--- src/rtl/rgb_palette_encoder.sv ---
// rgb_palette_encoder: nearest-colour search over a fixed 8-entry palette, one entry per cycle
module rgb_palette_encoder #(
  parameter bit EARLY_EXIT       = 1'b1,
  parameter bit SKIP_TRANSPARENT = 1'b1
) (
  input  logic       Clk,
  input  logic       Reset,
  input  logic       in_valid,
  output logic       in_ready,
  input  logic [3:0] red,
  input  logic [3:0] green,
  input  logic [3:0] blue,
  output logic       out_valid,
  input  logic       out_ready,
  output logic [2:0] index,
  output logic       exact,
  output logic [5:0] distance
);
  typedef enum logic [1:0] {IDLE, SCAN, DONE} state_t;
  localparam logic [11:0] PAL [8] = '{12'h000, 12'h0E1, 12'hDA9, 12'h766,
                                      12'h421, 12'hB21, 12'h080, 12'hEEE};
  state_t      state, state_n;
  logic [11:0] col, entry;
  logic [2:0]  cnt, best_idx, ni;
  logic [5:0]  best_dist, d, nd;
  logic        skip, better, hit, fin;
  function automatic logic [5:0] ad(input logic [3:0] a, input logic [3:0] b);
    return {2'b00, (a > b) ? a - b : b - a};
  endfunction
  assign in_ready  = state == IDLE;
  assign out_valid = state == DONE;
  // Distance of the latched colour to the entry under scan and the running best
  always_comb begin
    entry  = PAL[cnt];
    d      = ad(col[11:8], entry[11:8]) + ad(col[7:4], entry[7:4]) + ad(col[3:0], entry[3:0]);
    skip   = SKIP_TRANSPARENT && cnt == 3'd0 && col != 12'h000;
    better = !skip && d < best_dist;
    nd     = better ? d : best_dist;
    ni     = better ? cnt : best_idx;
    hit    = EARLY_EXIT && !skip && d == 6'd0;
    fin    = hit || cnt == 3'd7;
  end
  // Handshake-driven state sequencing
  always_comb begin
    state_n = state;
    state_n = state == IDLE ? (in_valid ? SCAN : IDLE)
            : state == SCAN ? (fin ? DONE : SCAN)
            : (out_ready ? IDLE : DONE);
  end
  // State register; reset discards any request in flight
  always_ff @(posedge Clk or posedge Reset)
    if (Reset) state <= IDLE;
    else state <= state_n;
  // Request capture, scan bookkeeping and result registers
  always_ff @(posedge Clk or posedge Reset) begin
    if (Reset) begin
      col       <= '0;
      cnt       <= '0;
      best_dist <= '0;
      best_idx  <= '0;
      index     <= '0;
      exact     <= 1'b0;
      distance  <= '0;
    end else if (state == IDLE && in_valid) begin
      col       <= {red, green, blue};
      cnt       <= '0;
      best_dist <= 6'h3F;
      best_idx  <= '0;
    end else if (state == SCAN) begin
      best_dist <= nd;
      best_idx  <= ni;
      cnt       <= fin ? cnt : cnt + 3'd1;
      if (fin) begin
        index    <= ni;
        distance <= nd;
        exact    <= nd == 6'd0;
      end
    end
  end
endmodule

--- config.mk ---
export PLATFORM = sky130hd
export DESIGN_NAME = rgb_palette_encoder
export DESIGN_NICKNAME = d
export VERILOG_FILES = /design/src/rtl/rgb_palette_encoder.sv
export SDC_FILE = /design/constraint.sdc
export NUM_CORES = 1
export LEC_CHECK = 0
export ABC_AREA = 1
export CAP_MARGIN = 10
export CORE_MARGIN = 4
export CORE_UTILIZATION = 60
export DETAILED_ROUTE_END_ITERATION = 10
export GPL_ROUTABILITY_DRIVEN = 0
export HOLD_SLACK_MARGIN = 0.1
export PLACE_DENSITY = 0.83
export SLEW_MARGIN = 40
export SYNTH_ARGS = -nofsm -noshare
export SYNTH_HDL_FRONTEND = slang
export SYNTH_SLANG_ARGS = --single-unit
--- constraint.sdc ---
create_clock -name Clk -period 10 [get_ports Clk]
set_input_delay 2 -clock Clk [delete_from_list [all_inputs] [get_ports Clk]]
set_output_delay 2 -clock Clk [all_outputs]
set_load 0.005 [all_outputs]
# Word level (Yosys, flattened, before mapping)
# Memories as Yosys holds them, arrays and structs flattened.
# Cells that the tools add are included.
# op_classes
addsub	9
n_lt_le_gt_ge	5
eq_ne	4
muxes	19
bitwise_logic	2
n_reduce_logical	14
# op_table
op	n
two-way mux 12 bit	2
subtractor 4 bit	6
two-way mux 3 bit	6
two-way mux 6 bit	3
greater-than comparator 4 bit	3
logical NOT 6 bit	2
two-way mux 4 bit	3
nonzero test 12 bit	1
two-way mux 2 bit	4
adder 5 x 4 -> 6 bit	1
less-than comparator 6 bit	1
adder 4 x 4 -> 5 bit	1
greater-or-equal comparator 4 bit, second input constant	1
logical AND 1 bit	4
NOT 3 -> 4 bit	1
adder 3 x 1 -> 3 bit, second input constant	1
equality test 3 bit, second input constant	1
logical NOT 3 bit	1
AND reduction 3 bit	1
equality test 2 x 1 -> 1 bit, second input constant	1
equality test 2 bit, second input constant	1
logical NOT 2 bit	1
inequality test 2 x 1 -> 1 bit, second input constant	1
AND reduction 2 bit	1
5 further kinds	5
# word_totals
reg_bits	36
romBits	96
in_bits	16
output_inout_bits	12
elab_cells	62
n_memories	1
# mem_list
memory	depth	word_bits	read_ports	rd_ports_with_merged_regs	write_ports	line_no	rtl
(name not given)	8	12	1	0	0	34	entry = PAL[cnt];

# Longest topological paths before layout
# Gate-level depths: netlist of run 1.
# depth
word_depth	14
mapped_depth	36
depth_no_buf	35

# Worst setup path after synthesis of run 1
# Ideal clock, no wire load.
# synth_timing
path_kind	register to register
start	register cnt[2]
end	register exact
setup_ns	0.116
arrival_time_ns	4.935
required_ns	9.884
slack_ns	4.949
stages_incl_launch_ff	31
n_path_buf	2
synth_period_minus_slack_ns	5.051
path_cell_list	dfrtp_1 buf_2 clkinv_1 ha_1 inv_1 nand2_1 ha_1 ha_1 nor2_1 nor2_1 o21ai_1 mux2_2 fa_1 ha_1 fa_1 xnor2_2 inv_1 ha_1 nand2_1 nand2_1 nand2_1 nand2_1 nor2_4 nand2_2 buf_6 nand2_1 nand2_1 nand2_1 nor2_2 nand2_1 nand2_1
# synth_between
elab_chain_len	12
word_cells_on_any_way	30
# synth_rtl
item	line_no	rtl
start: declaration	24	logic [2:0] cnt, best_idx, ni;
start signal: assignment	72	cnt <= fin ? cnt : cnt + 3'd1;
NOT 3 -> 4 bit (implied by the code)	34	
memory (8 x 12 bit)	n/a	
two-way mux 12 bit (implied by the code) (2 in a row)	34	
subtractor 4 bit / greater-than comparator 4 bit (equally long branches)	28	return {2'b00, (a > b) ? a - b : b - a};
two-way mux 4 bit	28	
adder 4 x 4 -> 5 bit	35	d = ad(col[11:8], entry[11:8]) + ad(col[7:4], entry[7:4]) + ad(col[3:0], entry[3:0]);
adder 5 x 4 -> 6 bit	35	
less-than comparator 6 bit / logical NOT 6 bit (equally long branches)	37, 40	
logical AND 1 bit, on equally long branches	37, 40	
two-way mux 6 bit / logical OR 1 bit (equally long branches)	38, 41	
logical NOT 6 bit / AND reduction 3 bit (equally long branches)	n/a	
end signal: assignment	62	exact <= 1'b0;
end signal: assignment	76	exact <= nd == 6'd0;
end: declaration	16	output logic exact,
# Several ways; a longest one is shown, not always the timed one. The select of a mux whose other input is x is not followed.
# A chain may end at the register's enable or synchronous reset.

# Worst setup path in the final report of run 1
# Ends and elaborated chain as after synthesis.

==> results.sh, run 1 <==
export IMPL_setup_tns_ns=0
export IMPL_synth_ff_latch_count=36
export IMPL_number_of_synthesized_flops_with_an_enable_pin=0
export IMPL_maxClockFrequency_mhz=180
export IMPL_sum_of_routed_wire_length_over_all_layers_um=5790
export IMPL_critical_path_class="register to register"
export IMPL_max_clock_path_buffers=2
export IMPL_floorplan_initialDensity_pct=63.8
export IMPL_cts_buffers_inserted=5
export IMPL_finalCriticalPeriod_ns=5.57
export IMPL_cts_post_setup_buffers_inserted=0
export IMPL_io_buffers=27
export IMPL_remaining_drc_errors=0
export IMPL_finalSetupViolCount=0
export IMPL_die_area_um2=5960
export IMPL_synthTopCellsByArea="dfrtp_1 (31%), ha_1 (15%), nand2_1 (13%)"
export IMPL_postSynth_asyncResetShare_pct=100
export IMPL_crit_start="cnt[2]"
export IMPL_tightestPinTransition_ns=0.582
export IMPL_path_max_fanout=12
export IMPL_clk_root_buffer_cell="clkbuf_8"
export IMPL_drt_first_iter_violations=136
export IMPL_path_clk_slew_ns=0.07
export IMPL_hold_worst_slack_ns=0.482
export IMPL_first_pass_grt_wire_length_um=10300
export IMPL_vias_per_cell=5.28
export IMPL_timing_critical_path_arrival_ns=5.76
export IMPL_globalRouteTotalUtil_pct=21.2
export IMPL_fp_row_count=24
export IMPL_maxCapViolations=0
export IMPL_max_slew_margin_pct=61.2
export IMPL_unique_masters_post_synth=32
export IMPL_timing_critical_path_to_type="register"
export IMPL_synth_most_common_cell="nand2_1"
export IMPL_synth_ff_type="dfrtp_1"
export IMPL_avgRoutedWirePerCell_um=13.0
export IMPL_post_dp_hpwl_um=4590
export IMPL_cts_tree="yes"
export IMPL_total_inserted_antenna_cells=0
export IMPL_hold_start="index[1]"
export IMPL_die_y_um=77.2
export IMPL_timing_critical_path_max_delay_family="adder cells"
export IMPL_placeableCoreArea_um2=4500
export IMPL_reg2reg_start="cnt[2]"
export IMPL_cts_htree_levels=2
export IMPL_cts_sinks=36
export IMPL_critPathSlowestCell="dfrtp_1"
export IMPL_cp_slowest_stage_delay_ns=0.53
export IMPL_design_final_nets=453
export IMPL_critPathBufInv=3
export IMPL_gr_total_overflow=0
export IMPL_num_vias=2355
export IMPL_num_io_pins=28
export IMPL_unrepaired_setup_endpoints_after_global_routing="no"
export IMPL_clkLatencyLatePin_ns=0.29
export IMPL_netlist_top_cells_count="nand2_1 (98), inv_1 (55), dfrtp_1 (36), ha_1 (34)"
export IMPL_ys_warnings_count=0
export IMPL_syn_area_um2=2870
export IMPL_die_width_um=77.2
export IMPL_critical_path_required_ns=10.19
export IMPL_synth_largest_area_cell="dfrtp_1"
export IMPL_final_hold_violation_count=0
export IMPL_post_cts_resized_instances=0
export IMPL_filler_cell_count=355
export IMPL_grt_start_max_net_pins=37
export IMPL_area_share_of_the_largest_cell_type_after_synthesis_pct=31.3
export IMPL_postCtsHoldBufs=0
export IMPL_worstHoldPathType="register to register"
export IMPL_synthesis_nets=426
export IMPL_post_synth_cell_area_avg_um2=7.85
export IMPL_syn_inst=366
export IMPL_grt_antenna_before_repair=0
export IMPL_outcome="finished clean"
export IMPL_layout_drive_gt1_share_pct=5.84
export IMPL_drtPass1Iterations=4
export IMPL_ys_seq_area_share_pct=31.3
export IMPL_synth_to_layout_area_growth_pct=13.8
export IMPL_detail_route_antenna_nets=0
export IMPL_fin_crit_sh_pct=55.7
export IMPL_fin_skew_ns=0.00489
export IMPL_grt_pass1_vias=2213
export IMPL_report_final_slew_viol_count=0
export IMPL_crit_path_frequent_cell="nand2_1"
export IMPL_timing_critical_path_from_type="register"
[area by class of cell]
class	count	area [µm²]	share of cell area, %
clock buffer	6	72.6	2.22
timing repair buffer	28	278	8.50
sequential	36	901	27.6
inverter	58	218	6.66
multi-input combinational	264	1700	52.0
clock inverter	2	35.0	1.07
tap	52	65.1	1.99
[state kept, by name, summed over array words and instances, names as in the netlist]
register / count
best_dist: 6
best_idx: 3
cnt: 3
col: 12
distance: 6
exact: 1
index: 3
state: 2
[per-layer routing]
metal | track usage (%) | wire (µm) | vias to the layer above
li1 | - | - | 1204
met1 | 30.1 | 2760 | 1101
met2 | 33.2 | 2710 | 42
met3 | 3.86 | 239 | 8
met4 | 6.23 | 74 | 0
met5 | 0 | 0 | -
[path summary, 6_finish.rpt]
path | to | slack (ns) | depth (start not counted)
max in group asynchronous | col[0] | 7.58 | 3
worst max register to register | exact | 4.43 | 28
worst min-delay path | index[1] | 0.48 | 2
worst min register to register | index[1] | 0.48 | 2
worst max-delay path | exact | 4.43 | 28
min in group asynchronous | index[0] | 2.10 | 3
[worst register-to-register path: cells and delay by family, from the launching register on]
kind / cells / cell delay (ns)
AO/OA/AOI/OAI: 1 / 0.26
AND/OR/NAND/NOR: 15 / 1.37
buffers and inverters: 3 / 0.43
flip-flops: 1 / 0.53
XOR/XNOR: 1 / 0.19
multiplexers: 1 / 0.39
adder cells (fa/ha/maj): 7 / 2.30
[cell usage in the layout, fill, tap and decap left out, types with 3 or more instances in the layout]
master | Yosys | routed
a22oi_1 | 6 | 6
xor2_1 | 5 | 5
mux2_2 | 3 | 3
ha_1 | 34 | 34
inv_1 | 55 | 55
nor2_1 | 23 | 23
o21bai_1 | 3 | 3
nand3_1 | 19 | 19
a21oi_1 | 11 | 11
dfrtp_1 | 36 | 36
nand2_1 | 98 | 98
xnor2_1 | 3 | 3
o21ai_0 | 23 | 23
clkbuf_8 | 0 | 5
fa_1 | 10 | 10
nand2_2 | 3 | 3
clkdlybuf4s50_1 | 0 | 27
o21ai_1 | 9 | 9
[cells by family (layout without fill, tap and decap cells)]
| logic type | after synthesis | in the layout | share of synthesized area (%) |
|---|---|---|---|
| xor+xnor | 9 | 9 | 3.00 |
| compound gates | 53 | 53 | 10.1 |
| fa+ha+maj | 44 | 44 | 21.8 |
| flops | 36 | 36 | 31.3 |
| buf+inv | 66 | 94 | 9.49 |
| mux | 4 | 4 | 1.52 |
| simple gates | 154 | 154 | 22.7 |
[metrics by stage]
stage	util [%]	area, µm²	cells	worst slack (ns)
2_1_floorplan	-	2870	366	4.95
3_3_place_gp	70.2	3160	438	4.66
3_5_place_dp	70.2	3160	438	4.51
4_1_cts	72.6	3270	446	4.50
5_1_grt	72.6	3270	446	4.06
6_report	72.6	3270	446	4.43
Power of run 1 is left out: the tool's default activity adds up to more than one toggle a clock period on the data nets, which glitch-free logic cannot reach.
==> run 2: changes to the inputs <==
--- a/config.mk
+++ b/config.mk
@@ -8,11 +8,11 @@
 export ABC_AREA = 1
 export CAP_MARGIN = 10
 export CORE_MARGIN = 4
-export CORE_UTILIZATION = 60
+export CORE_UTILIZATION = 58
 export DETAILED_ROUTE_END_ITERATION = 10
 export GPL_ROUTABILITY_DRIVEN = 0
 export HOLD_SLACK_MARGIN = 0.1
-export PLACE_DENSITY = 0.83
+export PLACE_DENSITY = 0.81
 export SLEW_MARGIN = 40
 export SYNTH_ARGS = -nofsm -noshare
 export SYNTH_HDL_FRONTEND = slang
==> constraint.sdc (replaced) <==
create_clock -name Clk -period 5.8 [get_ports Clk]
set_input_delay 1.16 -clock Clk [delete_from_list [all_inputs] [get_ports Clk]]
set_output_delay 1.16 -clock Clk [all_outputs]
set_load 0.005 [all_outputs]
==> results.sh, run 2 (synthesis results as in run 1) <==
export IMPL_grtUsageMet3_pct=4.13
export IMPL_layout_common_cells="nand2_1 (98), inv_1 (55), dfrtp_1 (35)"
export IMPL_die_width_um=78.4
export IMPL_finalWorstSetupSlack_ns=0.449
export IMPL_outcome="finished clean"
export IMPL_postCtsHoldBufs=0
export IMPL_num_io_pins=28
export IMPL_drt_first_iter_violations=123
export IMPL_design_final_nets=453
export IMPL_path_max_fanout=12
export IMPL_max_flop_register="col"
export IMPL_floorplan_initialDensity_pct=60.4
export IMPL_clk_root_buffer_cell="clkbuf_8"
export IMPL_worst_r2r_cell_count=28
export IMPL_globalRouteTotalUtil_pct=22.1
export IMPL_vias_per_cell=5.17
export IMPL_timing_critical_path_from_type="register"
export IMPL_fin_crit_sh_pct=92.3
export IMPL_max_slew_margin_pct=61.5
export IMPL_cells_on_worst_hold_path=2
export IMPL_placeableCoreArea_um2=4750
export IMPL_max_clock_path_buffers=2
export IMPL_layout_cells_most_common="nand2_1"
export IMPL_grt_start_max_net_pins=37
export IMPL_io_buffers=27
export IMPL_crit_reg2reg_capture="exact"
export IMPL_reg2reg_slack_ns=0.45
export IMPL_critPathSlowestCell="fa_1"
export IMPL_setup_slack_placement_ns=0.256
export IMPL_worstHoldPathType="register to register"
export IMPL_maxClockFrequency_mhz=187
export IMPL_layout_drive_gt1_share_pct=6.60
export IMPL_globalRouteMet2Util_pct=36.5
export IMPL_synth_to_layout_area_growth_pct=14.2
export IMPL_final_hold_violation_count=0
export IMPL_sum_of_routed_wire_length_over_all_layers_um=6000
export IMPL_first_pass_grt_wire_length_um=10800
export IMPL_fin_skew_ns=0.00638
export IMPL_cts_tree="yes"
export IMPL_grt_antenna_before_repair=0
export IMPL_remaining_drc_errors=0
export IMPL_reg2reg_start="cnt[1]"
export IMPL_critical_path_required_ns=5.99
export IMPL_drtPass1Iterations=4
export IMPL_cp_slowest_stage_delay_ns=0.47
export IMPL_clkLatencyLatePin_ns=0.29
export IMPL_grt_pass1_vias=2349
export IMPL_timing_critical_path_to_type="register"
export IMPL_post_dp_hpwl_um=4640
export IMPL_fp_row_count=25
export IMPL_die_area_um2=6150
export IMPL_finalSetupViolCount=0
export IMPL_cts_buffers_inserted=5
export IMPL_total_inserted_antenna_cells=0
export IMPL_maxCapViolations=0
export IMPL_gr_total_overflow=0
export IMPL_grt_most_used_layer="met2"
export IMPL_num_vias=2383
export IMPL_finalCriticalPeriod_ns=5.35
export IMPL_setup_tns_ns=0
export IMPL_largest_reg_flops=12
export IMPL_cts_post_setup_buffers_inserted=0
export IMPL_whs_endpoint="index[1]"
export IMPL_critical_path_class="register to register"
export IMPL_die_y_um=78.4
export IMPL_crit_path_frequent_cell="nand2_1"
export IMPL_hold_start="index[1]"
export IMPL_post_cts_resized_instances=0
export IMPL_timing_critical_path_arrival_ns=5.54
export IMPL_path_clk_slew_ns=0.07
export IMPL_use_met1_pct=29.7
export IMPL_biggestRegsByFlops="col: 12 flops, best_dist: 6 flops, distance: 6 flops"
export IMPL_avgRoutedWirePerCell_um=13.0
export IMPL_unrepaired_setup_endpoints_after_global_routing="no"
export IMPL_tightestPinTransition_ns=0.577
export IMPL_cts_htree_levels=2
export IMPL_cts_sinks=36
export IMPL_report_final_slew_viol_count=0
export IMPL_detail_route_antenna_nets=0
[run 2: cell count changes in the layout (fill, tap and decap cells not counted), sizes merged]
cell      before  now
bufinv         1    0
clkbuf         6    7
clkinv         3    1
clkinvlp       0    2
[run 2: layout make-up]
class,count,area [µm²]
Sequential cell,36,902
Fill cell,424,1470
Timing Repair Buffer,28,278
Tap cell,67,83.8
Clock buffer,7,86.3
Inverter,58,221
Clock inverter,1,7.51
Multi-Input combinational cell,264,1700
[run 2: how the worst max path moves through the flow]
stage | startpoint | to | slack, ns | cells after the start
3_5_place_dp | cnt[2] | exact | 0.26 | 28
6_report | cnt[1] | exact | 0.45 | 28
4_1_cts | cnt[2] | exact | 0.21 | 28
2_1_floorplan | cnt[2] | exact | 0.75 | 30
3_3_place_gp | cnt[2] | exact | 0.44 | 28
5_1_grt | cnt[1] | exact | 0.03 | 28
[run 2: critical path: cells and delay by family (launching register included)]
family | cells | cell delay, ns
fa+ha+maj | 8 | 2.50
simple gates | 15 | 1.39
flops | 1 | 0.44
mux | 1 | 0.37
xor+xnor | 1 | 0.20
buf+inv | 2 | 0.18
compound gates | 1 | 0.18
[run 2: per-layer routing]
layer,part of all wire [%],wire (µm)
met1,47,2820
met3,3.5,208
met2,48,2890
met5,0,0
met4,1.3,79
[run 2: metrics by stage]
step	cells	util (%)	hold WS, ns	area [µm²]
after CTS	461	68.9	0.488	3270
final	461	69.1	0.488	3280
after global routing	461	69.1	0.526	3280
after detailed placement	453	66.9	0.467	3180
after floorplan	366	-	0.449	2870
after global placement	453	66.9	0.464	3180
Power of run 2 is left out for the same reason.
